$ cat src/rtl/usb_rx_ctrl.sv
// usb_rx_ctrl: receive control unit for the USB receiver.
// Sequences the bit/byte timer through a packet: checks the SYNC byte,
// counts data bytes and bits, flags EOP misalignment and over-length
// packets, and issues one-cycle FIFO write strobes.
//
// Ports
//   clk            in   system clock, rising edge
//   n_rst          in   asynchronous active-low reset
//   d_edge         in   one-cycle pulse: transition seen on D+/D-
//   eop            in   level: SE0 currently on the bus
//   shift_enable   in   one-cycle pulse: bit sample point from the timer
//   byte_received  in   pulse: 8 bits shifted since the last clear
//   rcv_data[7:0]  in   parallel byte from the shift register
//   rcving         out  high while a packet is being received (gates timer)
//   w_enable       out  one-cycle FIFO write strobe for rcv_data
//   r_error        out  receive error, sticky until the next packet starts
module usb_rx_ctrl #(
    parameter logic [7:0]  SYNC_BYTE = 8'h80,
    parameter int unsigned MAX_BYTES = 64
) (
    input  logic       clk,
    input  logic       n_rst,
    input  logic       d_edge,
    input  logic       eop,
    input  logic       shift_enable,
    input  logic       byte_received,
    input  logic [7:0] rcv_data,
    output logic       rcving,
    output logic       w_enable,
    output logic       r_error
);

    localparam int unsigned CNT_W = $clog2(MAX_BYTES + 1);
    localparam int unsigned BIT_W = 3;

    typedef enum logic [2:0] {
        IDLE,
        RCV_SYNC,
        CHK_SYNC,
        RCV_DATA,
        STORE,
        EOP_OK,
        ERR_EOP,
        ERR_IDLE
    } state_t;

    state_t             state, state_n;
    logic [BIT_W-1:0]   bit_cnt, bit_cnt_n;
    logic [CNT_W-1:0]   byte_cnt, byte_cnt_n;
    logic               rcving_n, w_enable_n, r_error_n;
    logic               se_eop_c;

    // State, counters and registered outputs
    always_ff @(posedge clk or negedge n_rst) begin
        if (!n_rst) begin
            state    <= IDLE;
            bit_cnt  <= '0;
            byte_cnt <= '0;
            rcving   <= 1'b0;
            w_enable <= 1'b0;
            r_error  <= 1'b0;
        end else begin
            state    <= state_n;
            bit_cnt  <= bit_cnt_n;
            byte_cnt <= byte_cnt_n;
            rcving   <= rcving_n;
            w_enable <= w_enable_n;
            r_error  <= r_error_n;
        end
    end

    // Next state, counters, and outputs decoded from the next state so the
    // registered outputs line up with the state they describe.
    always_comb begin
        state_n    = state;
        bit_cnt_n  = bit_cnt;
        byte_cnt_n = byte_cnt;
        se_eop_c   = eop && shift_enable;

        case (state)
            IDLE: begin
                if (d_edge) state_n = RCV_SYNC;
            end
            RCV_SYNC: begin
                if (byte_received)  state_n = CHK_SYNC;
                else if (se_eop_c)  state_n = ERR_EOP;
            end
            CHK_SYNC: begin
                if (rcv_data == SYNC_BYTE) begin
                    state_n    = RCV_DATA;
                    bit_cnt_n  = '0;
                    byte_cnt_n = '0;
                end else begin
                    state_n = ERR_EOP;
                end
            end
            RCV_DATA: begin
                // A completed byte outranks a coincident SE0 sample; the
                // second SE0 sample of the EOP is caught after STORE.
                if (byte_received) begin
                    if (byte_cnt == CNT_W'(MAX_BYTES)) begin
                        state_n = ERR_EOP;
                    end else begin
                        state_n    = STORE;
                        byte_cnt_n = byte_cnt + CNT_W'(1);
                        bit_cnt_n  = '0;
                    end
                end else if (se_eop_c) begin
                    state_n = (bit_cnt == '0) ? EOP_OK : ERR_EOP;
                end else if (shift_enable) begin
                    bit_cnt_n = bit_cnt + BIT_W'(1);
                end
            end
            STORE: begin
                state_n = RCV_DATA;
            end
            EOP_OK: begin
                if (d_edge) state_n = IDLE;
            end
            ERR_EOP: begin
                if (se_eop_c) state_n = ERR_IDLE;
            end
            ERR_IDLE: begin
                if (d_edge) state_n = RCV_SYNC;
            end
            default: begin
                state_n = IDLE;
            end
        endcase

        rcving_n   = (state_n == RCV_SYNC) || (state_n == CHK_SYNC) ||
                     (state_n == RCV_DATA) || (state_n == STORE)    ||
                     (state_n == ERR_EOP);
        w_enable_n = (state_n == STORE);

        // Sticky error: set in the error states, cleared at packet start.
        r_error_n = r_error;
        if ((state_n == ERR_EOP) || (state_n == ERR_IDLE)) begin
            r_error_n = 1'b1;
        end else if (state_n == RCV_SYNC) begin
            r_error_n = 1'b0;
        end
    end

endmodule

$ cat config.mk
export PLATFORM = sky130hd
export DESIGN_NAME = usb_rx_ctrl
export DESIGN_NICKNAME = d
export VERILOG_FILES = /design/src/rtl/usb_rx_ctrl.sv
export SDC_FILE = /design/constraint.sdc
export NUM_CORES = 1
export LEC_CHECK = 0
export BUFFER_PORTS_ARGS = -buffer_cell sky130_fd_sc_hd__buf_2
export CAP_MARGIN = 10
export CELL_PAD_IN_SITES_DETAIL_PLACEMENT = 0
export CELL_PAD_IN_SITES_GLOBAL_PLACEMENT = 2
export CORE_ASPECT_RATIO = 0.9
export CORE_MARGIN = 3
export CORE_UTILIZATION = 34
export DETAILED_ROUTE_END_ITERATION = 16
export GPL_ROUTABILITY_DRIVEN = 0
export HOLD_SLACK_MARGIN = 0.05
export PLACE_DENSITY_LB_ADDON = 0.2
export SYNTH_ARGS = -nofsm -noshare
export SYNTH_HDL_FRONTEND = slang
export SYNTH_SLANG_ARGS = --single-unit
$ cat constraint.sdc
create_clock -name clk -period 2 [get_ports clk]
set_input_delay 0.1 -clock clk [delete_from_list [all_inputs] [get_ports clk]]
set_output_delay 0.1 -clock clk [all_outputs]
set_load 0.01 [all_outputs]
==> Word-level counts from Yosys, hierarchy flattened <==
Index checks and enable logic that the tools add are counted.
{ "totals": {"reg_bits": 16, "inputBits": 14, "out_inout_bits": 3, "elab_cells": 65} }
{ "classes": {"add_sub_neg": 2, "eq_ne": 21, "n_mux": 23, "reduce_logical": 13} }
{ "op_table": {"columns": ["cell", "n"], "rows": [
  ["$mux W3", 13],
  ["$eq A3 B3 Y1 const B", 7],
  ["$mux W7", 3],
  ["$pmux W3 S7", 1],
  ["$pmux W7 S2", 1],
  ["$eq A3 B2 Y1 const B", 4],
  ["$ne A3 B3 Y1 const B", 3],
  ["$eq A8 B8 Y1 const B", 1],
  ["$add A7 B1 Y7 const B", 1],
  ["$eq A7 B7 Y1 const B", 1],
  ["$eq A3 B1 Y1 const B", 2],
  ["$logic_not A3 Y1", 2],
  ["$ne A2 B2 Y1 const B", 3],
  ["$pmux W3 S2", 1],
  ["$logic_or A1 B1 Y1", 5],
  ["$reduce_and A5 Y1", 1],
  ["$mux W2", 2],
  ["$reduce_and A4 Y1", 1],
  ["$reduce_bool A2 Y1", 2],
  ["$add A3 B1 Y3 const B", 1],
  ["$mux W1", 2],
  ["$reduce_or A2 Y1", 1],
  ["$logic_and A1 B1 Y1", 1]
]} }

==> Depth between registers and ports, before layout <==
{ "logic_depth": {"ltp_word": 10, "depth_mapped": 7, "ltp_nobuf": 7} }

==> Least setup slack after synthesis <==
No wires, ideal clock.
{ "synth_timing": {"path_type": "register to register", "from": "register state[0]", "to": "register byte_cnt[5]", "setup_ns": 0.077, "t_arrival_ns": 1.760, "t_required_ns": 1.923, "slack_ns": 0.163, "stages_incl_launch_ff": 7, "n_path_buf": 1, "synth_period_minus_slack_ns": 1.837, "cell_sequence": "dfrtp_1 > buf_6 > or2b_2 > nor4_4 > o2111ai_1 > or3_1 > a21oi_1"} }
{ "synth_via": {"elab_chain_len": 3, "elab_cells_between_ends": 8, "classes_between": "eq/ne: 5; mux: 1; reduce/logical: 2"} }
{ "synth_rtl": {"columns": ["item", "line", "source"], "rows": [
  ["from (decl)", "47", "state_t state, state_n;"],
  ["from (signal assigned)", "63", "state <= state_n;"],
  ["$eq A3 B2 Y1", "80", "case (state)"],
  ["$ne A2 B2 Y1 (no source line) or $reduce_bool A2 Y1 (tied branches)", null, null],
  ["$reduce_and A4 Y1 (no source line)", null, null],
  ["to (signal assigned)", "65", "byte_cnt <= byte_cnt_n;"],
  ["to (decl)", "49", "logic [CNT_W-1:0] byte_cnt, byte_cnt_n;"]
]} }
Several ways; a longest one is shown, not always the timed one.
A chain may end at the register's enable or synchronous reset.

==> metrics.md <==
| Metric | Value |
|---|---|
| Layout cells sized above 1 | 31.06% |
| Largest family of logic cells by synthesized area | simple AND/OR/NAND/NOR gates |
| Clk sink count | 16 |
| Worst hold path class | in2reg |
| Die height | 57.96 um |
| Leak | 0.0005661 uW |
| CP Class | reg2reg |
| Drc violations | 0 |
| Row cnt | 18 |
| Max Slew Vio Count | 0 |
| Fmax achieved | 534.8 MHz |
| TritonCTS Buffers | 3 |
| 1st-iter DRT viols | 20 |
| WL per Instance | 12.77 um |
| Clk root buf | clkbuf_4 |
| Yosys warning count | 0 |
| CTS clock-pin slew for the worst setup and hold paths | 0.10 ns |
| Initial antenna violation count | 0 |
| Post-layout min period | 1.870 ns |
| Placed cell count | 165 |
| Max clock buf depth | 2 |
| Post-layout util | 44.09% |
| Via density | 5.081 |
| H-tree Lvls | 1 |
| PwrDens | 1184 mW/mm^2 |
| Max-slew headroom | 65.40% |
| Core Area | 0.002815 mm^2 |
| Max-Cap Viols | 0 |
| Unrepaired setup endpoints after global routing | no |
| First-pass GRT wire length | 3815 um |
| Simple-gate area share of the yosys netlist | 23.80% |
| CP required | 2.22 ns |
| Worst EP arrival | 2.09 ns |
| Antenna diodes | 0 |
| Final period utilization | 93.49% |
| Final Non-Filler Cells | 172 |
| Worst Tran Pin Value | 0.5118 ns |
| Post-Synth XOR/XNOR Area | 3.436% |
| Syn nets | 123 |
| Sequential cell area | 400.4 um^2 |
| Dpl hpwl | 1680 um |
| Congestion Overflow GR | 0 |
| Chip Width | 63.73 um |
| Total number of vias | 874 |
| Drt first pass iters | 4 |
| Avg Inst Size Synth | 9.712 um^2 |
| Clock skew | 0.01139 ns |
| Register area share after synthesis | 39.26% |
| Predominant post-synthesis flop cell | dfrtp_1 |
| Multi-input gate area | 580.6 um^2 |
| Nets | 152 |
| Fillcell total | 291 |
| Crit Path Max Fanout | 5 |
| Adder-cell share of the synthesized area | 4.908% |
| Post-synth EDFFs | 0 |
| DIE AREA | 0.003693 mm^2 |
| CP startpoint kind | register |
| Initial core utilization | 36.22% |
| Crit. End Element | register |
| Largest net degree at the start of global routing | 17 |
| Fin Setup TNS | 0 ns |
| Met3 Wirelength | 83 um |
| Met1 Wirelength | 1197 um |
| Distinct cell type count of the synthesized netlist | 41 |
| Final ANT Viol Nets | 0 |
| Final Hold Viols | 0 |
| Vias in the first global route | 798 |
| Status | complete, no violations |
| Worst-Skew Late Latency | 0.29 ns |
| Uppermost layer routed | met4 |
| CTS tree | built |
| Total wire length | 2196 um |
| Synth Area in Compound Gates | 21.60% |
| Worst hold slack | 0.1779 ns |
| Ys async rst share | 100.0% |
| Number of setup violations in the final report | 0 |
| I/O pin cnt | 17 |
| Post-route design area | 0.001241 mm^2 |
| Cells after synthesis | 105 |
| Mux contribution to synthesized area | 2.209% |
| Synthesis-stage register bit count | 16 |
| Dpl cell area | 0.001176 mm^2 |
| Port bufs | 16 |
| Total GRT Usage | 13.43% |
| Met2 WL | 899 um |
| P&R area growth vs syn | 21.72% |
| Mapped Area | 0.001020 mm^2 |
| Worst VDD drop | 0.5538 mV |
-- layer usage --
metal / track usage [%] / vias to the layer above
met1: 20.98 / 410
li1: - / 444
met2: 17.56 / 18
met3: 2.907 / 2
met4: 5.538 / 0
met5: 0 / -
-- Yosys cell counts (all sizes together) (4+ instances only) --
master	number	area (um^2)
xor2	4	35.03
ha	4	50.05
nand2	7	26.28
o211ai	5	37.54
dfrtp	16	400.4
nor2	9	33.78
a21oi	6	30.03
inv	6	22.52
o21ai	8	40.04
-- worst max-delay path: stages (launching register included) --
cell and delay [ns]:
dfrtp_1 0.39, inv_1 0.06, ha_1 0.18, and4b_1 0.21, a21o_1 0.15, a221o_2 0.42, nor3b_4 0.22, mux2_2 0.17
-- report_power, final --
part	switching [uW]	leakage, uW	total [uW]	internal (uW)
registers	73.0	0.000200	505	432
clock network	101	0.0000138	171	69.8
logic	405	0.000352	794	390
total	579	0.000566	1470	891
-- state kept, by name, summed over array words and instances, names as in the netlist --
signal,flops
rcving,1
state,3
bit_cnt,3
w_enable,1
r_error,1
byte_cnt,7
-- timing repair --
| item | in CTS | in global routing |
|---|---|---|
| buffers inserted | 0 | 3 |
| hold endpoints to repair | 16 | 0 |
| setup endpoints to repair | 0 | 5 |
| resized for setup | 0 | 2 |
| hold buffers | 1 | 0 |
-- cell type report --
class | count | share of cell area (%)
multi-input cells | 80 | 46.77
clock buffers | 3 | 1.815
well taps | 40 | 4.032
inverters | 6 | 1.815
flip-flops and latches | 16 | 32.26
repair buffers | 27 | 13.31
-- placed cells by master, fill, tap and decap left out, drive strengths merged, types with 4 or more instances in the layout --
cell type / n
buf: 26
dfrtp: 16
inv: 6
nor2: 9
xor2: 4
a21oi: 6
o21ai: 8
nand2: 7
o211ai: 5
ha: 4
-- kinds of logic (layout without fill, tap and decap cells) --
logic type               after synthesis  in the layout
flip-flops                            16             16
AO/OA/AOI/OAI                         32             32
buffers and inverters                  9             36
AND/OR/NAND/NOR                       38             38
multiplexers                           2              2
XOR/XNOR                               4              4
adder cells (fa/ha/maj)                4              4
-- per-stage QoR --
step | setup WS, ns | total power [uW]
3_3_place_gp | 0.1042 | 1229
6_report | 0.1302 | 1470
4_1_cts | 0.06573 | 1411
5_1_grt | 0.005085 | 1614
3_5_place_dp | 0.09001 | 1232
2_1_floorplan | 0.1627 | 1018
-- worst paths after layout --
path                             from  slack (ns)  depth (start not counted)           to
setup reg to reg           bit_cnt[0]        0.13                          7  byte_cnt[0]
max in group asynchronous       n_rst        1.47                          2  byte_cnt[1]
min in group asynchronous       n_rst        0.25                          2   bit_cnt[0]
hold reg to reg            bit_cnt[0]        0.54                          1   bit_cnt[0]
setup / recovery           bit_cnt[0]        0.13                          7  byte_cnt[0]
hold / removal                    eop        0.18                          4   bit_cnt[1]
Power figures use the tool's default switching activity.
